### config.mk
export PLATFORM = sky130hd
export DESIGN_NAME = cpu_load_dump_ctrl
export DESIGN_NICKNAME = d
export VERILOG_FILES = /design/src/rtl/cpu_load_dump_ctrl.sv
export SDC_FILE = /design/constraint.sdc
export NUM_CORES = 1
export LEC_CHECK = 0
export ABC_CLOCK_PERIOD_IN_PS = 5100
export CAP_MARGIN = 20
export CORE_MARGIN = 2
export CORE_UTILIZATION = 53
export CTS_BUF_LIST = sky130_fd_sc_hd__clkbuf_8
export DETAILED_ROUTE_END_ITERATION = 7
export PLACE_DENSITY = 0.94
export RECOVER_POWER = 50
export SYNTH_ARGS = -nofsm -noshare
export SYNTH_HDL_FRONTEND = slang
export SYNTH_SLANG_ARGS = --single-unit
export TNS_END_PERCENT = 50
### constraint.sdc
create_clock -name sys_clk -period 5.1 [get_ports sys_clk]
set_clock_uncertainty 0.1 [all_clocks]
set_input_delay 0.765 -clock sys_clk [delete_from_list [all_inputs] [get_ports sys_clk]]
set_output_delay 0.765 -clock sys_clk [all_outputs]
set_load 0.02 [all_outputs]
### src/rtl/cpu_load_dump_ctrl.sv
// Bring-up sequencer for the RISC-V CPU. It packs host bytes into instruction memory,
// releases the CPU for a fixed window, then streams the debug readout port back as bytes.
module cpu_load_dump_ctrl #(
  parameter int NUM_INSTR  = 64,
  parameter int RUN_CYCLES = 250,
  parameter int DUMP_WORDS = 16
) (
  input  logic        sys_clk,
  input  logic        sys_reset,
  input  logic        start,
  input  logic        dump_src,
  input  logic        in_valid,
  input  logic [7:0]  in_data,
  output logic        in_ready,
  output logic        imem_we,
  output logic [5:0]  imem_waddr,
  output logic [31:0] imem_wdata,
  output logic        cpu_hold,
  output logic        DataOrReg,
  output logic [4:0]  address,
  output logic [1:0]  vout_addr,
  input  logic [7:0]  value_i,
  output logic        out_valid,
  output logic [7:0]  out_data,
  input  logic        out_ready,
  output logic        busy,
  output logic        done
);
  localparam int RW = (RUN_CYCLES > 1) ? $clog2(RUN_CYCLES) : 1;
  localparam logic [5:0]    LAST_WORD = 6'(NUM_INSTR - 1);
  localparam logic [4:0]    LAST_ADDR = 5'(DUMP_WORDS - 1);
  localparam logic [RW-1:0] LAST_RUN  = RW'(RUN_CYCLES - 1);

  typedef enum logic [2:0] {
    S_IDLE, S_LOAD, S_WR, S_RUN, S_SET, S_CAP, S_OUT, S_DONE
  } state_t;

  state_t        r_state;
  state_t        w_state_next;
  logic [1:0]    r_byte_cnt;
  logic [5:0]    r_word_cnt;
  logic [31:0]   r_pack;
  logic [RW-1:0] r_run_cnt;
  logic          r_src;
  logic [4:0]    r_addr;
  logic [1:0]    r_sel;
  logic [7:0]    r_out_data;
  logic          w_in_fire;
  logic          w_last_byte;

  assign w_in_fire   = (r_state == S_LOAD) && in_valid;
  assign w_last_byte = (r_addr == LAST_ADDR) && (r_sel == 2'd0);

  always_ff @(posedge sys_clk) begin
    if (sys_reset) begin
      r_state <= S_IDLE;
    end else begin
      r_state <= w_state_next;
    end
  end

  always_comb begin
    w_state_next = r_state;
    case (r_state)
      S_IDLE: if (start) w_state_next = S_LOAD;
      S_LOAD: if (w_in_fire && (r_byte_cnt == 2'd3)) w_state_next = S_WR;
      S_WR:   w_state_next = (r_word_cnt == LAST_WORD) ? S_RUN : S_LOAD;
      S_RUN:  if (r_run_cnt == LAST_RUN) w_state_next = S_SET;
      S_SET:  w_state_next = S_CAP;
      S_CAP:  w_state_next = S_OUT;
      S_OUT:  if (out_ready) w_state_next = w_last_byte ? S_DONE : S_SET;
      S_DONE: w_state_next = S_IDLE;
      default: w_state_next = S_IDLE;
    endcase
  end

  always_comb begin
    in_ready   = (r_state == S_LOAD);
    imem_we    = (r_state == S_WR);
    imem_waddr = r_word_cnt;
    imem_wdata = r_pack;
    cpu_hold   = (r_state != S_RUN);
    DataOrReg  = r_src;
    address    = r_addr;
    vout_addr  = r_sel;
    out_valid  = (r_state == S_OUT);
    out_data   = r_out_data;
    busy       = (r_state != S_IDLE);
    done       = (r_state == S_DONE);
  end

  // The write cycle deasserts in_ready, so the shift register is quiet while imem sees it.
  always_ff @(posedge sys_clk) begin
    if (sys_reset) begin
      r_byte_cnt <= 2'd0;
      r_word_cnt <= 6'd0;
      r_pack     <= 32'd0;
      r_run_cnt  <= '0;
      r_src      <= 1'b0;
      r_addr     <= 5'd0;
      r_sel      <= 2'd3;
      r_out_data <= 8'd0;
    end else begin
      case (r_state)
        S_IDLE: begin
          if (start) begin
            r_src      <= dump_src;
            r_byte_cnt <= 2'd0;
            r_word_cnt <= 6'd0;
            r_run_cnt  <= '0;
            r_addr     <= 5'd0;
            r_sel      <= 2'd3;
          end
        end
        S_LOAD: begin
          if (w_in_fire) begin
            r_pack     <= {r_pack[23:0], in_data};
            r_byte_cnt <= r_byte_cnt + 2'd1;
          end
        end
        S_WR: begin
          r_word_cnt <= r_word_cnt + 6'd1;
          r_run_cnt  <= '0;
        end
        S_RUN: r_run_cnt <= r_run_cnt + RW'(1);
        S_CAP: r_out_data <= value_i;
        S_OUT: begin
          // The final byte leaves address parked on the last word so 32 words never wrap.
          if (out_ready) begin
            r_sel <= r_sel - 2'd1;
            if ((r_sel == 2'd0) && !w_last_byte) r_addr <= r_addr + 5'd1;
          end
        end
        default: ;
      endcase
    end
  end

endmodule
==> metrics <==
outcome finished clean; Die Wd 76.9 um; DIE AREA 0.00592 mm^2; most common cell after layout, fill and taps aside clkdlybuf4s50_1; power per cell area 288 mW/mm^2; worst-case clock buffer depth 2; startpoint class of the critical path flip-flop; Post-synth top flop dfxtp_1; CTS tree built; sequential standard cell area 0.00134 mm^2; cell depth of the worst setup path 3; hold wc startpoint imem_wdata[31]; Post-synth EDFFs 0; initial detailed-routing violation count roughly 130; share of the core filled with cells 0.744; vias per cell between 5 and 6; shortest clock period the worst path allows after layout 3120 ps; CTS HTree Levels 3; IO Count 82; startpoint of the worst setup timing path r_state[1]; worst hold path class reg -> reg; number of setup violations in the final report 0; post-detailed-placement half-perimeter wirelength 4.62 mm; non-filler cells, final slightly below 500; dpl cells 470; leftover overflow at the end of global routing 0; total of buffers placed on input and output ports between 80 and 90; Post-CTS Repair Setup Buffers 0; total number of clock tree sinks 67; fraction of final layout cells sized beyond drive strength 1 0.0529; largest delay contributor family on the critical path buffers and inverters; sequential element share of the synthesized area 0.476; count of vias placed by the detailed router ~2600; Crit path arrival time 2260 ps; antenna diode instance count 0; startpoint of the lowest-slack register-to-register path r_state[0]; Synthesized Nets 365; Synth Warn # 0; Crit path largest cell delay 650 ps; total of hold buffers inserted after clock tree synthesis 0; detailed-router iteration count before antenna repair 4; final std cell area, no fill 0.00380 mm^2; Max Slew Vio Count 0; starting utilization of the core area 0.552; number of cells traversed by the worst register-to-register path 5; aggregate negative setup slack 0 ps; LEAKAGE 1.42 nW; Final Wtd Congestion 0.832; critical setup path kind reg -> out; multi-input combinational cell area approximately 0.0013 mm^2; RSZ-0062 raised after global routing no; clk root buf clkbuf_8; worst max-slew margin expressed relative to the limit 0.0543; CP Cell Sequence or3b_1 > clkinv_1 > clkdlybuf4s50_1; insertion delay to the later sink of the worst-skew pair roughly 340 ps; placed cell area around 0.0037 mm^2; Worst Hold Depth 2; DRC Markers 0; clock transition at the registers of the reported paths 70 ps; reported max-cap violation count 0; Seq cells post-synth 67; number of filler cells placed in the layout 395; post-route antenna net violation count 0; row cnt 26; Buf/Inv on CP 2; core footprint 0.00511 mm^2; Syn-to-layout area delta 34.9%; routed len/inst 13.9 um; synthesized instance count 336; Max Freq 320 MHz; number of nets in the layout 440; maximum number of pins on one net before global-route repair approximately 60; Hold Vio Cnt, Final 0; Critical-path top delay cell dfxtp_1; maximum fanout count along the critical path 19; final worst-path cycle share 0.612; number of buffers created by CTS 9; commonest cells after routing, fill and taps aside clkdlybuf4s50_1 (76), nand2_1 (74), dfxtp_1 (67); # resized after CTS 0; GR Util All Layers 0.238; proportion of synthesized flip-flops having asynchronous set or reset 0; Routed WL 6.76 mm; global-route wire length before repair roughly 11 mm; Distinct cells, synth 44; die span in y 76.9 um; CP Capture Type output pin; Avg Inst Size Synth between 8 and 9 um^2; number of antenna violations at the first check in global routing 0; data required time at the worst endpoint 4240 ps; worst-case vdd ir drop 0.186 mV; Mapped Area 0.00282 mm^2; number of global-route vias before repair approximately 2500; worst slew pin tran 1420 ps
-- cell type report --
cell class	count	share of cell area
multi-input combinational	239	0.346
tap	70	0.0230
sequential	67	0.353
timing repair buffer	83	0.215
inverter	11	0.0109
clock inverter	6	0.0168
clock buffer	10	0.0362
-- flip-flops by register name (all words and copies together), names as in the netlist --
register / cells
address: 5
r_run_cnt: 8
vout_addr: 2
DataOrReg: 1
r_state: 3
out_data: 8
r_byte_cnt: 2
imem_wdata: 32
imem_waddr: 6
-- kinds of logic (layout without fill, tap and decap cells) --
family	after synthesis	after routing	synth area share
compound gates	70	70	0.147
buf+inv	30	110	0.0457
fa+ha+maj	7	7	0.0311
mux	11	11	0.0391
flops	67	67	0.476
xor+xnor	7	7	0.0217
simple gates	144	144	0.239
-- worst paths after layout --
path               endpoint  slack (ps)
min reg2reg  imem_wdata[31]         360
max                 imem_we        1980
min          imem_wdata[31]         360
max reg2reg   r_byte_cnt[1]        2430
-- synthesized netlist by cell type (2+ instances only) --
cell | number | area (um^2)
buf_2 | 7 | 35.0
xor2_1 | 7 | 61.3
mux2i_1 | 11 | 110
o2111ai_1 | 3 | 26.3
nand2b_1 | 5 | 31.3
clkbuf_1 | 10 | 37.5
inv_1 | 10 | 37.5
or2_2 | 3 | 18.8
a22oi_1 | 2 | 15.0
nor3_1 | 3 | 15.0
or3_1 | 4 | 25.0
a21oi_1 | 44 | 220
o211ai_1 | 2 | 15.0
and4b_1 | 2 | 20.0
and3_1 | 2 | 12.5
ha_1 | 7 | 87.6
nand2_1 | 74 | 278
dfxtp_1 | 67 | 1340
o21ai_0 | 8 | 40.0
a211oi_1 | 3 | 22.5
and4_1 | 2 | 17.5
a311oi_1 | 2 | 17.5
nor2_1 | 36 | 135
nand3_1 | 2 | 10.0
-- power by group --
part	switching (mW)	internal [mW]
registers	0.0123	0.532
clock network	0.205	0.239
logic	0.0607	0.0458
-- worst min-delay path, delay by kind of cell (launching register included) --
kind | cells | cell delay [ps]
flip-flops | 1 | 310
AO/OA/AOI/OAI | 1 | 50
AND/OR/NAND/NOR | 1 | 50
-- stage by stage --
stage | hold WS, ps | power, mW | setup WS, ps
6_report | 356 | 1.09 | 1980
4_1_cts | 359 | 1.11 | 1890
3_5_place_dp | 349 | 0.667 | 2280
5_1_grt | 386 | 1.14 | 1810
2_1_floorplan | 370 | 0.620 | 3050
3_3_place_gp | 343 | 0.664 | 2330
-- per-layer routing --
metal | track usage | share of wire | wire [um]
met5 | 0 | 0 | 0
met4 | 0.113 | 0.020 | 137
met3 | 0.0600 | 0.048 | 326
met2 | 0.397 | 0.50 | 3390
met1 | 0.287 | 0.43 | 2910
(Power assumes the default switching activity.)
